File: src/rtl/sram_arb_pkg.sv
// ============================================================================
//  Module   : sram_arb_pkg
//  Purpose  : Shared definitions for the two-port SRAM arbiter: FSM state
//             encoding, requester port ids and transaction op encoding.
//  Revision : 1.0 - initial release
// ============================================================================
`default_nettype none

package sram_arb_pkg;

    // Arbiter sequencing states
    typedef enum logic [1:0] {
        IDLE    = 2'd0,
        BUSY    = 2'd1,
        RELEASE = 2'd2
    } arb_state_t;

    // Latched transaction type; write wins when a port raises rd and wr together
    typedef enum logic {
        READ  = 1'b0,
        WRITE = 1'b1
    } arb_op_t;

    // Requester ids
    localparam logic PORT_DMEM   = 1'b0;
    localparam logic PORT_IFETCH = 1'b1;

    localparam int ADDR_W  = 32;
    localparam int WDATA_W = 32;
    localparam int RDATA_W = 64;

endpackage

`default_nettype wire

File: src/rtl/sram_arb_pick.sv
// ============================================================================
//  Module   : sram_arb_pick
//  Purpose  : Combinational winner select between the data-memory port (0)
//             and the instruction-fetch port (1).
//             SRAM_ARB_RR_EN defined  : round-robin, ptr names preferred port.
//             SRAM_ARB_RR_EN undefined: fixed priority, port 0 wins ties.
//  Revision : 1.0 - initial release
// ============================================================================
`default_nettype none

module sram_arb_pick
    import sram_arb_pkg::*;
(
    input  logic [1:0] req,
`ifdef SRAM_ARB_RR_EN
    input  logic       ptr,
`endif
    output logic       valid,
    output logic       winner
);

    // A sole requester always wins; only a tie consults the policy
    always_comb begin
        valid  = |req;
        winner = PORT_DMEM;
`ifdef SRAM_ARB_RR_EN
        if (req == 2'b11) begin
            winner = ptr;
        end else if (req[1]) begin
            winner = PORT_IFETCH;
        end
`else
        if (!req[0] && req[1]) begin
            winner = PORT_IFETCH;
        end
`endif
    end

endmodule

`default_nettype wire

File: src/rtl/sram_arbiter.sv
// ============================================================================
//  Module   : sram_arbiter
//  Purpose  : Shares one SRAM controller between the data-memory stage
//             (port 0) and instruction fetch (port 1). Latches the winning
//             request, runs one controller transaction, returns read data.
//  Options  : SRAM_ARB_RR_EN - round-robin arbitration (default: fixed
//             priority, port 0 first).
//  Revision : 1.0 - initial release
// ============================================================================
`default_nettype none

module sram_arbiter
    import sram_arb_pkg::*;
#(
    parameter int NPORTS = 2
) (
    input  logic                clk,
    input  logic                rst,
    input  logic                p0_rd,
    input  logic                p0_wr,
    input  logic [ADDR_W-1:0]   p0_addr,
    input  logic [WDATA_W-1:0]  p0_wdata,
    output logic [RDATA_W-1:0]  p0_rdata,
    output logic                p0_ready,
    input  logic                p1_rd,
    input  logic                p1_wr,
    input  logic [ADDR_W-1:0]   p1_addr,
    input  logic [WDATA_W-1:0]  p1_wdata,
    output logic [RDATA_W-1:0]  p1_rdata,
    output logic                p1_ready,
    output logic                mem_read_en,
    output logic                mem_write_en,
    output logic [ADDR_W-1:0]   mem_address,
    output logic [WDATA_W-1:0]  mem_data,
    input  logic [RDATA_W-1:0]  mem_readData,
    input  logic                mem_ready
);

    arb_state_t          r_state;
    arb_state_t          w_state_nxt;
    arb_op_t             r_op;
    logic                r_owner;
    logic [ADDR_W-1:0]   r_addr;
    logic [WDATA_W-1:0]  r_wdata;
    logic [RDATA_W-1:0]  r_p0_rdata;
    logic [RDATA_W-1:0]  r_p1_rdata;

    logic [NPORTS-1:0]   w_req;
    logic                w_req_any;
    logic                w_winner;
    logic                w_grant;
    logic                w_win_wr;

    assign w_req    = {p1_rd | p1_wr, p0_rd | p0_wr};
    assign w_grant  = (r_state == IDLE) && w_req_any;
    assign w_win_wr = (w_winner == PORT_IFETCH) ? p1_wr : p0_wr;

`ifdef SRAM_ARB_RR_EN
    logic r_ptr;

    // Preference moves to the port that lost (or did not compete) after each grant
    always_ff @(posedge clk or negedge rst) begin
        if (!rst) begin
            r_ptr <= PORT_DMEM;
        end else if (w_grant) begin
            r_ptr <= ~w_winner;
        end
    end

    sram_arb_pick u_pick (
        .req    (w_req),
        .ptr    (r_ptr),
        .valid  (w_req_any),
        .winner (w_winner)
    );
`else
    sram_arb_pick u_pick (
        .req    (w_req),
        .valid  (w_req_any),
        .winner (w_winner)
    );
`endif

    // State register; reset abandons any transaction in flight
    always_ff @(posedge clk or negedge rst) begin
        if (!rst) begin
            r_state <= IDLE;
        end else begin
            r_state <= w_state_nxt;
        end
    end

    // Next-state and controller/ready decode
    always_comb begin
        w_state_nxt  = r_state;
        mem_read_en  = 1'b0;
        mem_write_en = 1'b0;
        p0_ready     = ~(p0_rd | p0_wr);
        p1_ready     = ~(p1_rd | p1_wr);
        case (r_state)
            IDLE: begin
                if (w_req_any) begin
                    w_state_nxt = BUSY;
                end
            end
            BUSY: begin
                mem_read_en  = (r_op == READ);
                mem_write_en = (r_op == WRITE);
                if (mem_ready) begin
                    w_state_nxt = RELEASE;
                end
            end
            RELEASE: begin
                // Enables low here so the controller can clear its counter
                if (r_owner == PORT_DMEM) begin
                    p0_ready = 1'b1;
                end else begin
                    p1_ready = 1'b1;
                end
                w_state_nxt = IDLE;
            end
            default: begin
                w_state_nxt = IDLE;
            end
        endcase
    end

    // Capture the winning request; it is committed until RELEASE
    always_ff @(posedge clk or negedge rst) begin
        if (!rst) begin
            r_owner <= PORT_DMEM;
            r_op    <= READ;
            r_addr  <= '0;
            r_wdata <= '0;
        end else if (w_grant) begin
            r_owner <= w_winner;
            r_op    <= w_win_wr ? WRITE : READ;
            r_addr  <= (w_winner == PORT_IFETCH) ? p1_addr  : p0_addr;
            r_wdata <= (w_winner == PORT_IFETCH) ? p1_wdata : p0_wdata;
        end
    end

    // Per-port read data, held until that port's next read completes
    always_ff @(posedge clk or negedge rst) begin
        if (!rst) begin
            r_p0_rdata <= '0;
            r_p1_rdata <= '0;
        end else if ((r_state == BUSY) && mem_ready && (r_op == READ)) begin
            if (r_owner == PORT_DMEM) begin
                r_p0_rdata <= mem_readData;
            end else begin
                r_p1_rdata <= mem_readData;
            end
        end
    end

    assign mem_address = r_addr;
    assign mem_data    = r_wdata;
    assign p0_rdata    = r_p0_rdata;
    assign p1_rdata    = r_p1_rdata;

endmodule

`default_nettype wire

File: config.mk
export PLATFORM = sky130hd
export DESIGN_NAME = sram_arbiter
export DESIGN_NICKNAME = d
export VERILOG_FILES = /design/src/rtl/sram_arb_pkg.sv /design/src/rtl/sram_arb_pick.sv /design/src/rtl/sram_arbiter.sv
export SDC_FILE = /design/constraint.sdc
export NUM_CORES = 1
export LEC_CHECK = 0
export BUFFER_PORTS_ARGS = -buffer_cell sky130_fd_sc_hd__buf_2
export CAP_MARGIN = 20
export CORE_UTILIZATION = 35
export DETAILED_ROUTE_END_ITERATION = 10
export PLACE_DENSITY = 0.76
export SLEW_MARGIN = 15
export SYNTH_ARGS = -nofsm -noshare
export SYNTH_HDL_FRONTEND = slang
export SYNTH_SLANG_ARGS = --single-unit
File: constraint.sdc
create_clock -name clk -period 1.86 [get_ports clk]
set_input_delay 0.279 -clock clk [delete_from_list [all_inputs] [get_ports clk]]
set_output_delay 0.279 -clock clk [all_outputs]
set_load 0.01 [all_outputs]
Word level (Yosys, flattened, before mapping)
Index checks and enable logic that the tools add are counted.

cells by class
  add/sub/neg operators = 0
  $mul = 0
  divide/modulo/power cells = 0
  magnitude comparators = 0
  eq/ne operators = 4
  shift operators = 0
  multiplexer cells = 14
  bitwise operators = 6
  reduce and logical (&&, ||, !) cells = 10

operators by type and width
  cell                  number
  $mux W32              2
  $mux W1               9
  $reduce_and A2 Y1     3
  $logic_and A1 B1 Y1   4
  $mux W2               2
  $ne A2 B2 Y1 const B  2
  $not A1 Y1            4
  $pmux W2 S2           1
  $eq A2 B1 Y1 const B  1
  $eq A2 B2 Y1 const B  1
  $logic_not A2 Y1      1
  $or A1 B1 Y1          2
  $reduce_or A2 Y1      1
  $logic_not A1 Y1      1

word-level totals
  register bits = 196
  bits in latches = 0
  bits in writable memories = 0
  bits in read-only memories = 0
  logic and storage cells = 41
  memories = 0

Longest topological paths before layout
Gate-level depths: netlist of the first run.

  depth after elaboration = 6
  depth in mapped cells = 5
  gate-level depth less buffers = 3

Cells and area by module
From an unflattened synthesis of the first run, not the netlist that was laid out.

unflattened totals
  cell total of the unflattened synthesis = 572
  area, all modules = 8240.4 um2

modules (own cells, without submodules)
  module         instances  cells an instance  area an instance (um2)
  sram_arbiter   1          570                8227.9
  sram_arb_pick  1          2                  12.5

Worst setup path before layout of the first run
No wires, ideal clock.

  path kind = register to register
  start = register r_state[1]
  end = register r_p0_rdata[3] (netlist: p0_rdata[3])
  arrival = 1.643 ns
  data required time = 1.735 ns
  path slack = 0.092 ns
  cell stages (with the launch flop) = 5
  period minus slack after synthesis = 1.768 ns
  cell sequence = dfrtp_1 nand2b_4 nor4_4 buf_6 mux2_2

on the way
  word-level cells in the longest chain between the ends = 4

RTL lines
  item                                line                 RTL
  start: declaration                  sram_arbiter.sv:39   arb_state_t r_state;
  start signal: assignment            sram_arbiter.sv:89   r_state <= w_state_nxt;
  $eq A2 B1 Y1                        sram_arbiter.sv:148  end else if ((r_state == BUSY) && mem_ready && (r_op == READ)) begin
  $logic_and A1 B1 Y1 (2 in series)   sram_arbiter.sv:148
  $reduce_and A2 Y1 (no source line)  n/a
  end signal: assignment              sram_arbiter.sv:150  r_p0_rdata <= mem_readData;
  end: declaration                    sram_arbiter.sv:45   logic [RDATA_W-1:0] r_p0_rdata;

Every way passes these cells.
A chain may end at the register's enable or synchronous reset.

Worst setup path in the final report of the first run
  start = register r_state[1]
  end = output port p0_ready

on the way
  word-level cells in the longest chain between the ends = 2

RTL lines
  item              line                 RTL
  $eq A2 B2 Y1      sram_arbiter.sv:100  case (r_state)
  $mux W1           sram_arbiter.sv:100
  end: declaration  sram_arbiter.sv:24   output logic p0_ready,

Every way passes these cells.

==> flow_summary.yaml, run 1 <==
outcome:
  outcome: "finished, final reports clean"
power_and_ir_drop:
  peakVddDrop_v: 0.0009190
  p_per_area_mw_per_mm2: 1724
  p_leak_nw: 5.309
synth:
  synth-edff-count: 0
  syn-cell-area_mm2: 0.007993
  synth-main-ff-cell: "dfrtp_1"
  syn-num-nets: 721
  synthArstFlopShare: 1.000
  synth_cell_types: 24
  syn-instance-count: 522
  synthTopCellsByArea: "dfrtp_1, mux2_2, o221a_2, or4_1, buf_6"
  syn_area_per_cell_um2: 15.31
  yosysTopAreaCellShare: 0.6137
  ys_seq_elements: 196
  yosysSeqAreaShare: 0.6137
  synth_most_common_cell: "dfrtp_1"
  ys_top_cells_by_count: "dfrtp_1, mux2_2, o221a_2, or4_1, clkbuf_1"
  yosysTopAreaCell: "dfrtp_1"
  yosysWarningCount: 0
clock_network:
  clk_pin_slew_ps: 80
  cts_buffers: 17
  htree_levels: 4
  clock_sinks: 196
  cts_tree: "yes"
  cts_root_buffer: "clkbuf_16"
  cts_buffer_depth: 2
  clock_latency_ps: 420
grt:
  track_usage: 0.1934
  grt_pass1_wl_um: 35560
  grt_pass1_vias: 6593
  grt_max_degree: 70
  gr-total-overflow: 0
  antenna_found_initial: 1
sta:
  hold_viol_final: 0
  maxSlewHeadroom: 0.7454
  fin_crit_ps: 1795
  worst_slack_ps: 64.56
  post-route-period-util: 0.9653
  timing.clock.skew_ps: 10.46
  worst_pin_slew_ps: 381.9
  setup_violations: 0
  hold_ws_ps: 89.90
  finalMaxSlewViolations: 0
  max_freq_ghz: 0.5570
worst_setup_path:
  worst_setup_path_start_kind: "register"
  required_ps: 1580
  worst_ep_arrival_time_ps: 1520
  critPathMaxFanout: 18
  critical_path_class: "reg2out"
  endpoint_kind: "output port"
die:
  die_y_um: 153.1
  core_mm2: 0.02209
  dieArea_mm2: 0.02344
  die_x_um: 153.1
  io_pins: 395
  rows: 54
  initial_core_util: 0.3618
cells_and_area:
  drive_above_1_share: 0.6975
  area_growth_pct: 39.15
  layout.nets: 1115
  final_util: 0.5034
placed_design:
  pre_cts_ws_ps: 137.1
  dp_hpwl_um: 16170
  gp_congestion: 0.8024
  io_buffer_count: 394
drt:
  antenna_left: 0
  detail_route.wl_per_cell_um: 19.07
  dr.pass1.iters: 4
  drt-total-wl_um: 23080
  via_per_inst: 5.253
  vias: 6356
  drc: 0
  drt_iter0_drc: 304
flow_run:
  maxCapViolCount: 0
min_path:
  hold_path.class: "in2reg"
==> what timing repair did <==
| item | 4_1_cts | 5_1_grt |
|---|---|---|
| hold endpoints to repair | 30 | 0 |
| endpoints found under the setup margin | 1 | 1 |
| pin swaps | 0 | 0 |
| setup buffers | 1 | 3 |
| gates resized for setup | 0 | 1 |
| cloned | 1 | 2 |
| hold buffers | 1 | 0 |
==> worst max-delay path: stages, from the launching register on <==
cell and delay (ps):
dfrtp_2 450, buf_12 170, inv_1 60, o32ai_2 240, buf_2 170
==> logic make-up (layout without fill, tap and decap cells) <==
family / count (synthesis) / in the layout / share of synthesized area
DFF: 196 / 196 / 0.6137
muxes: 129 / 129 / 0.1816
and+or+nand+nor: 76 / 76 / 0.07295
AOI/OAI and AO/OA: 70 / 70 / 0.09565
buffers and inverters: 51 / 458 / 0.03616
other: 0 / 1 / 0
==> flip-flops by register name, indices dropped and copies added, names as in the netlist <==
| signal | flops |
|---|---|
| r_owner | 1 |
| p1_rdata | 64 |
| mem_address | 32 |
| r_state | 2 |
| r_op | 1 |
| mem_data | 32 |
| p0_rdata | 64 |
==> path summary, 6_finish.rpt <==
path,from,endpoint,slack (ps),depth (start not counted)
setup / recovery,r_state[1],p0_ready,60,4
hold / removal,mem_readData[39],p0_rdata[39],90,2
setup reg to reg,r_state[0],mem_data[18],120,5
hold reg to reg,p0_rdata[11],p0_rdata[11],480,1
max in group asynchronous,rst,p0_rdata[53],910,3
min in group asynchronous,rst,mem_data[6],330,2
==> metal layers <==
metal / global-route usage / wire length, um
met2: 0.3349 / 11580
met5: 0 / 0
met1: 0.2290 / 9265
met3: 0.04877 / 1615
met4: 0.07792 / 612
==> layout by cell type (no fill, tap or decap), drive strengths merged, types with 2 or more instances in the layout <==
cell type  Yosys  layout
clkinvlp       0       2
inv            4      10
buf           19     417
clkbuf        28      21
or4           64      64
nor2           5       5
mux2         128     128
nand3b         2       2
dfrtp        196     196
o221a         64      64
clkinv         0       5
==> layout make-up <==
class,count,area (um2)
tap,280,350.3
timing repair buffer,422,2416
sequential,196,4907
multi-input combinational,275,2833
antenna,1,2.502
clock inverter,14,168.9
inverter,4,15.01
fill,1945,10970
clock buffer,18,429.2
==> per-stage QoR <==
stage | TNS, ps | cells | instance area [um2] | total power, W
finish | 0 | 1210 | 11120 | 0.01917
global route | -20.94 | 1210 | 11120 | 0.02029
CTS | 0 | 1204 | 11040 | 0.01914
detailed placement | 0 | 1169 | 10390 | 0.01529
global placement | 0 | 1169 | 10390 | 0.01503
floorplan | 0 | 522 | 7993 | 0.01180
==> power by group <==
part,switching (W),leakage (nW),internal (W)
Clock,0.00177,0.284,0.00193
Combinational,0.00383,2.72,0.00416
Sequential,0.00113,2.31,0.00636
(Power assumes the default switching activity.)
==> inputs of run 2 (changes only) <==
--- a/config.mk
+++ b/config.mk
@@ -5,11 +5,11 @@
 export SDC_FILE = /design/constraint.sdc
 export NUM_CORES = 1
 export LEC_CHECK = 0
-export BUFFER_PORTS_ARGS = -buffer_cell sky130_fd_sc_hd__buf_2
 export CAP_MARGIN = 20
 export CORE_UTILIZATION = 35
 export DETAILED_ROUTE_END_ITERATION = 10
-export PLACE_DENSITY = 0.76
+export DONT_BUFFER_PORTS = 1
+export PLACE_DENSITY = 0.61
 export SLEW_MARGIN = 15
 export SYNTH_ARGS = -nofsm -noshare
 export SYNTH_HDL_FRONTEND = slang
==> run 2 against run 1 <==
The run now ends with negative hold slack left. Flip-flop and latch count stayed put. Register-to-register slack got worse by 120 ps. Critical path depth increased by 2. Routed wire length increased by 2.1%. Non-clock buffer count decreased by 326. Setup slack worse by 63 ps. Clock power about the same. First-iteration DRC count down 0.99%. Global-route usage is 0.58 points lower. Utilization is 5.2 points lower. Sequential power up 22%. Critical endpoint is now p0_rdata[4]. Largest cell class unchanged.
==> flow_summary.yaml, run 2 (synthesis results as in run 1) <==
outcome:
  outcome: "finished with violations"
  violations: "negative hold slack"
cells_and_area:
  final_common_cell: "dfrtp_1"
  final_util: 0.4510
  fillers: 1934
  final_cell_mix: "dfrtp_1, mux2_2, dlygate4sd3_1"
  layoutNonFillerInstCount: 886
  drive_above_1_share: 0.4245
  layout.nets: 789
  area_growth_pct: 24.66
die:
  core_mm2: 0.02209
  dieArea_mm2: 0.02344
  die_y_um: 153.1
  rows: 54
  io_pins: 395
  initial_core_util: 0.3618
  die_x_um: 153.1
sta:
  worst_pin_slew_ps: 560.7
  hold_viol_final: 196
  max_freq_ghz: 0.5381
  finalMaxSlewViolations: 0
  post-route-period-util: 0.9991
  maxSlewHeadroom: 0.6222
  hold_ws_ps: -455.0
  timing.clock.skew_ps: 15.71
  fin_crit_ps: 1858
  setup_violations: 0
  rsz0062_at_grt: "yes"
clock_network:
  cts_buffer_depth: 2
  cts_buffers: 17
  htree_levels: 4
  clock_sinks: 196
  clk_pin_slew_ps: 80
  cts_root_buffer: "clkbuf_16"
  clock_latency_ps: 430
  cts_tree: "yes"
worst_setup_path:
  setup.worst_path.end: "p0_rdata[4]"
  endpoint_kind: "register"
  critical_path_class: "reg2reg"
  timing.rr.end: "p0_rdata[4]"
  ff2ff_path_depth: 6
  rr_startpoint: "r_state[1]"
  worst_ep_arrival_time_ps: 2170
  reg2reg_slack_ps: 2
  worst_setup_path_start_kind: "register"
  critPathMaxFanout: 12
  required_ps: 2170
  startpoint: "r_state[1]"
drt:
  drt-total-wl_um: 23560
  antenna_left: 0
  via_per_inst: 5.762
  dr.pass1.iters: 4
  drt_iter0_drc: 301
  drc: 0
  detail_route.wl_per_cell_um: 26.59
  vias: 5105
power_and_ir_drop:
  comb_power_share: 0.269
  swShare: 0.3591
  power.share.clock: 0.210
  p_int_w: 0.01126
  p_per_area_mw_per_mm2: 1763
  p_sw_w: 0.006307
  p_leak_nw: 4.119
  peakVddDrop_v: 0.0006591
  power_frac_seq: 0.521
grt:
  grt_max_degree: 197
  antenna_found_initial: 4
  grt_pass1_wl_um: 33330
  grt_pass1_vias: 5436
  track_usage: 0.1876
  gr-total-overflow: 0
min_path:
  hold_path.class: "in2async"
placed_design:
  placed_cells: 766
  gp_congestion: 0.8024
  io_buffer_count: 0
  dp_hpwl_um: 14930
flow_run:
  maxCapViolCount: 0
run 2: timing repair:
| action | 4_1_cts | 5_1_grt |
|---|---|---|
| gates resized for setup | 0 | 59 |
| pin swaps | 0 | 1 |
| endpoints found under the setup margin | 1 | 53 |
| cloned | 1 | 6 |
| setup buffers | 1 | 4 |
| hold endpoints to repair | 317 | 204 |
| hold buffers | 65 | 8 |
run 2: worst min-delay path by stage:
stage                     cells after the start  from               to  slack [ps]
final                                         0   rst  mem_address[27]        -460
after global placement                        0   rst      mem_data[0]         -10
after global routing                          0   rst  mem_address[27]        -490
after CTS                                     0   rst  mem_address[27]        -480
after detailed placement                      0   rst  mem_address[27]         -10
after floorplan                               0   rst   mem_address[0]         -20
run 2: area by class of cell:
class                      count  area, um2  area share
sequential                   196       4907      0.4925
multi-input combinational    275       2982      0.2993
timing repair buffer          96       1112      0.1116
clock buffer                  17      425.4     0.04270
tap                          280      350.3     0.03516
clock inverter                15      163.9     0.01645
inverter                       4      15.01    0.001507
antenna                        3      7.507   0.0007535
run 2: metrics by stage:
step	total power, W	cell area [um2]	worst slack (ps)	hold slack, ps	setup TNS [ps]
global route	0.01846	9961	-72.26	-494.4	-2605
detailed placement	0.01319	8248	141.5	-12.46	0
floorplan	0.01180	7993	92.04	-16.59	0
CTS	0.01711	9528	1.034	-478.0	0
finish	0.01756	9963	1.623	-455.0	0
global placement	0.01289	8248	195.7	-12.85	0
run 2: worst max-delay path: stages (launching register included):
cell,delay (ps)
dfrtp_2,440
buf_6,120
nand2b_4,140
nor4_4,320
buf_6,200
buf_12,160
mux2_2,340
run 2: layer usage:
layer  GRT usage  part of all wire
met1      0.2017              0.37
met3     0.06578             0.076
met5           0           0.00055
met4     0.07071             0.023
met2      0.3368              0.53
run 2: power groups by stage:
stage,combinational (W),clock (W),sequential [W]
floorplan,0.00334,0,0.00846
global placement,0.00377,0,0.00912
detailed placement,0.00403,0,0.00916
CTS,0.00422,0.00379,0.00911
global route,0.00514,0.00397,0.00934
finish,0.00473,0.00368,0.00915
==> inputs of run 3 (changes only) <==
==> constraint.sdc (replaced) <==
create_clock -name clk -period 1.86 [get_ports clk]
set_input_delay 0.372 -clock clk [delete_from_list [all_inputs] [get_ports clk]]
set_output_delay 0.372 -clock clk [all_outputs]
set_load 0.01 [all_outputs]
==> run 3 against run 2 <==
The run still ends with negative hold slack left. Clock power increased by 2%. Maximum frequency increased by 3.7%. Clock-buffer cell count increased by 2. Setup slack improved by 67 ps. Routed wire length decreased by 13%. Global-route usage decreased by 1.2 points. Critical path depth decreased by 4. Die area unchanged. Sequential share of layout area increased by 6.2 points. Combinational power decreased by 18%.
==> flow_summary.yaml, run 3 (synthesis results as in run 1) <==
die:
  core_mm2: 0.02209
  dieArea_mm2: 0.02344
  io_pins: 395
  die_y_um: 153.1
  die_x_um: 153.1
  initial_core_util: 0.3618
  rows: 54
worst_setup_path:
  startpoint: "r_state[0]"
  slowest_delay_ps: 460
  critPathMaxFanout: 6
  setup.worst_path.end: "p0_ready"
  slowest_stage: "dfrtp_2"
  required_ps: 1490
  timing.rr.end: "mem_data[6]"
  worst_ep_arrival_time_ps: 1420
  reg2reg_slack_ps: 140
  path_cells: "o32ai_1, buf_4"
  worst-path-stages: 2
  worst_setup_path_start_kind: "register"
  endpoint_kind: "output port"
  critical_path_class: "reg2out"
  rr_startpoint: "r_state[1]"
  cp_top_family: "flip-flops"
  ff2ff_path_depth: 4
  path_buf_inv: 1
sta:
  finalMaxSlewViolations: 0
  max_freq_ghz: 0.5582
  maxSlewHeadroom: 0.6266
  hold_viol_final: 196
  hold_ws_ps: -367.5
  timing.clock.skew_ps: 9.839
  worst_pin_slew_ps: 554.3
  finalSetupTns_ps: 0
  rsz0062_at_grt: "no"
  setup_violations: 0
  post-route-period-util: 0.9631
  fin_crit_ps: 1791
drt:
  wl_met1_um: 7025
  dr.pass1.iters: 4
  drt_iter0_drc: 251
  drc: 0
  drt-total-wl_um: 20520
  antenna_left: 0
  via_per_inst: 5.873
  maxUsedRoutingLayer: "met5"
  wl_met2_um: 11020
  vias: 4722
  dr_wl_met3_um: 2000
  detail_route.wl_per_cell_um: 25.52
clock_network:
  cts_tree: "yes"
  cts_buffer_depth: 2
  htree_levels: 4
  clock_latency_ps: 430
  clock_sinks: 196
  clk_pin_slew_ps: 80
  cts_root_buffer: "clkbuf_16"
  cts_buffers: 17
  cts_resized: 0
power_and_ir_drop:
  p_leak_nw: 3.608
  peakVddDrop_v: 0.0007107
  p_per_area_mw_per_mm2: 1890
grt:
  antenna_found_initial: 6
  grt_pass1_wl_um: 31280
  track_usage: 0.1759
  grt_max_degree: 197
  gr-total-overflow: 0
  grt_pass1_vias: 5052
cells_and_area:
  area_growth_pct: 10.79
  final_common_cell: "dfrtp_1"
  final_cell_mix: "dfrtp_1, mux2_2, or4_1, o221a_2, clkbuf_16"
  layout.nets: 705
  drive_above_1_share: 0.4586
  fillers: 2008
flow_run:
  maxCapViolCount: 0
min_path:
  hold_path.class: "in2async"
placed_design:
  dp_hpwl_um: 14810
  gp_congestion: 0.8000
  io_buffer_count: 0
outcome:
  outcome: "finished with violations"
  violations: "negative hold slack"
run 3: changes by cell type in the layout (fill, tap and decap cells not counted), moves of 5 or more:
cell           delta
buf_12            -5
mux2_1            +5
mux2_4           -43
dlygate4sd3_1    -73
mux2_2           +38
run 3: timing repair:
action	4_1_cts	5_1_grt
endpoints found under the setup margin	0	1
endpoints found under the hold margin	196	196
setup buffers	0	2
run 3: worst min path at each step:
| stage | start | endpoint | slack (ps) | cells after the start |
|---|---|---|---|---|
| floorplan | rst | mem_address[0] | 80 | 0 |
| global placement | rst | mem_data[0] | 80 | 0 |
| detailed placement | rst | mem_address[27] | 80 | 0 |
| CTS | rst | mem_address[27] | -390 | 0 |
| global route | rst | mem_address[27] | -400 | 0 |
| finish | rst | mem_address[27] | -370 | 0 |
run 3: per-stage QoR:
stage          worst slack [ps]  cell area (um2)  std cells    util  total power (W)
2_1_floorplan             92.04             7993        522       -          0.01180
3_3_place_gp              185.9             8215        765  0.3718          0.01284
3_5_place_dp              143.3             8215        765  0.3718          0.01310
4_1_cts                   24.48             8827        797  0.3995          0.01693
5_1_grt                   14.37             8852        803  0.4007          0.01764
6_report                  68.64             8855        804  0.4008          0.01673
run 3: per-layer routing:
metal	vias up	track usage
met5	-	0
met4	2	0.07552
met3	29	0.07173
met2	263	0.3118
met1	2433	0.1825
li1	1995	-
run 3: worst register-to-register path, delay by kind of cell, from the launching register on:
family          cells  cell delay [ps]
compound gates      1              150
buf+inv             2              410
simple gates        1              610
flops               1              440
run 3: final cells by class:
type / count / area (um2) / area share
Antenna cell: 5 / 12.51 / 0.001413
Clock buffer: 19 / 442.9 / 0.05002
Clock inverter: 13 / 168.9 / 0.01908
Inverter: 4 / 15.01 / 0.001696
Multi-Input combinational cell: 275 / 2818 / 0.3182
Sequential cell: 196 / 4907 / 0.5542
Tap cell: 280 / 350.3 / 0.03956
Timing Repair Buffer: 12 / 140.1 / 0.01583
run 3: power breakdown:
group	internal (W)	switching, W	total, W
Sequential	0.00637	0.00270	0.00907
Clock	0.00208	0.00169	0.00377
Combinational	0.00236	0.00154	0.00389
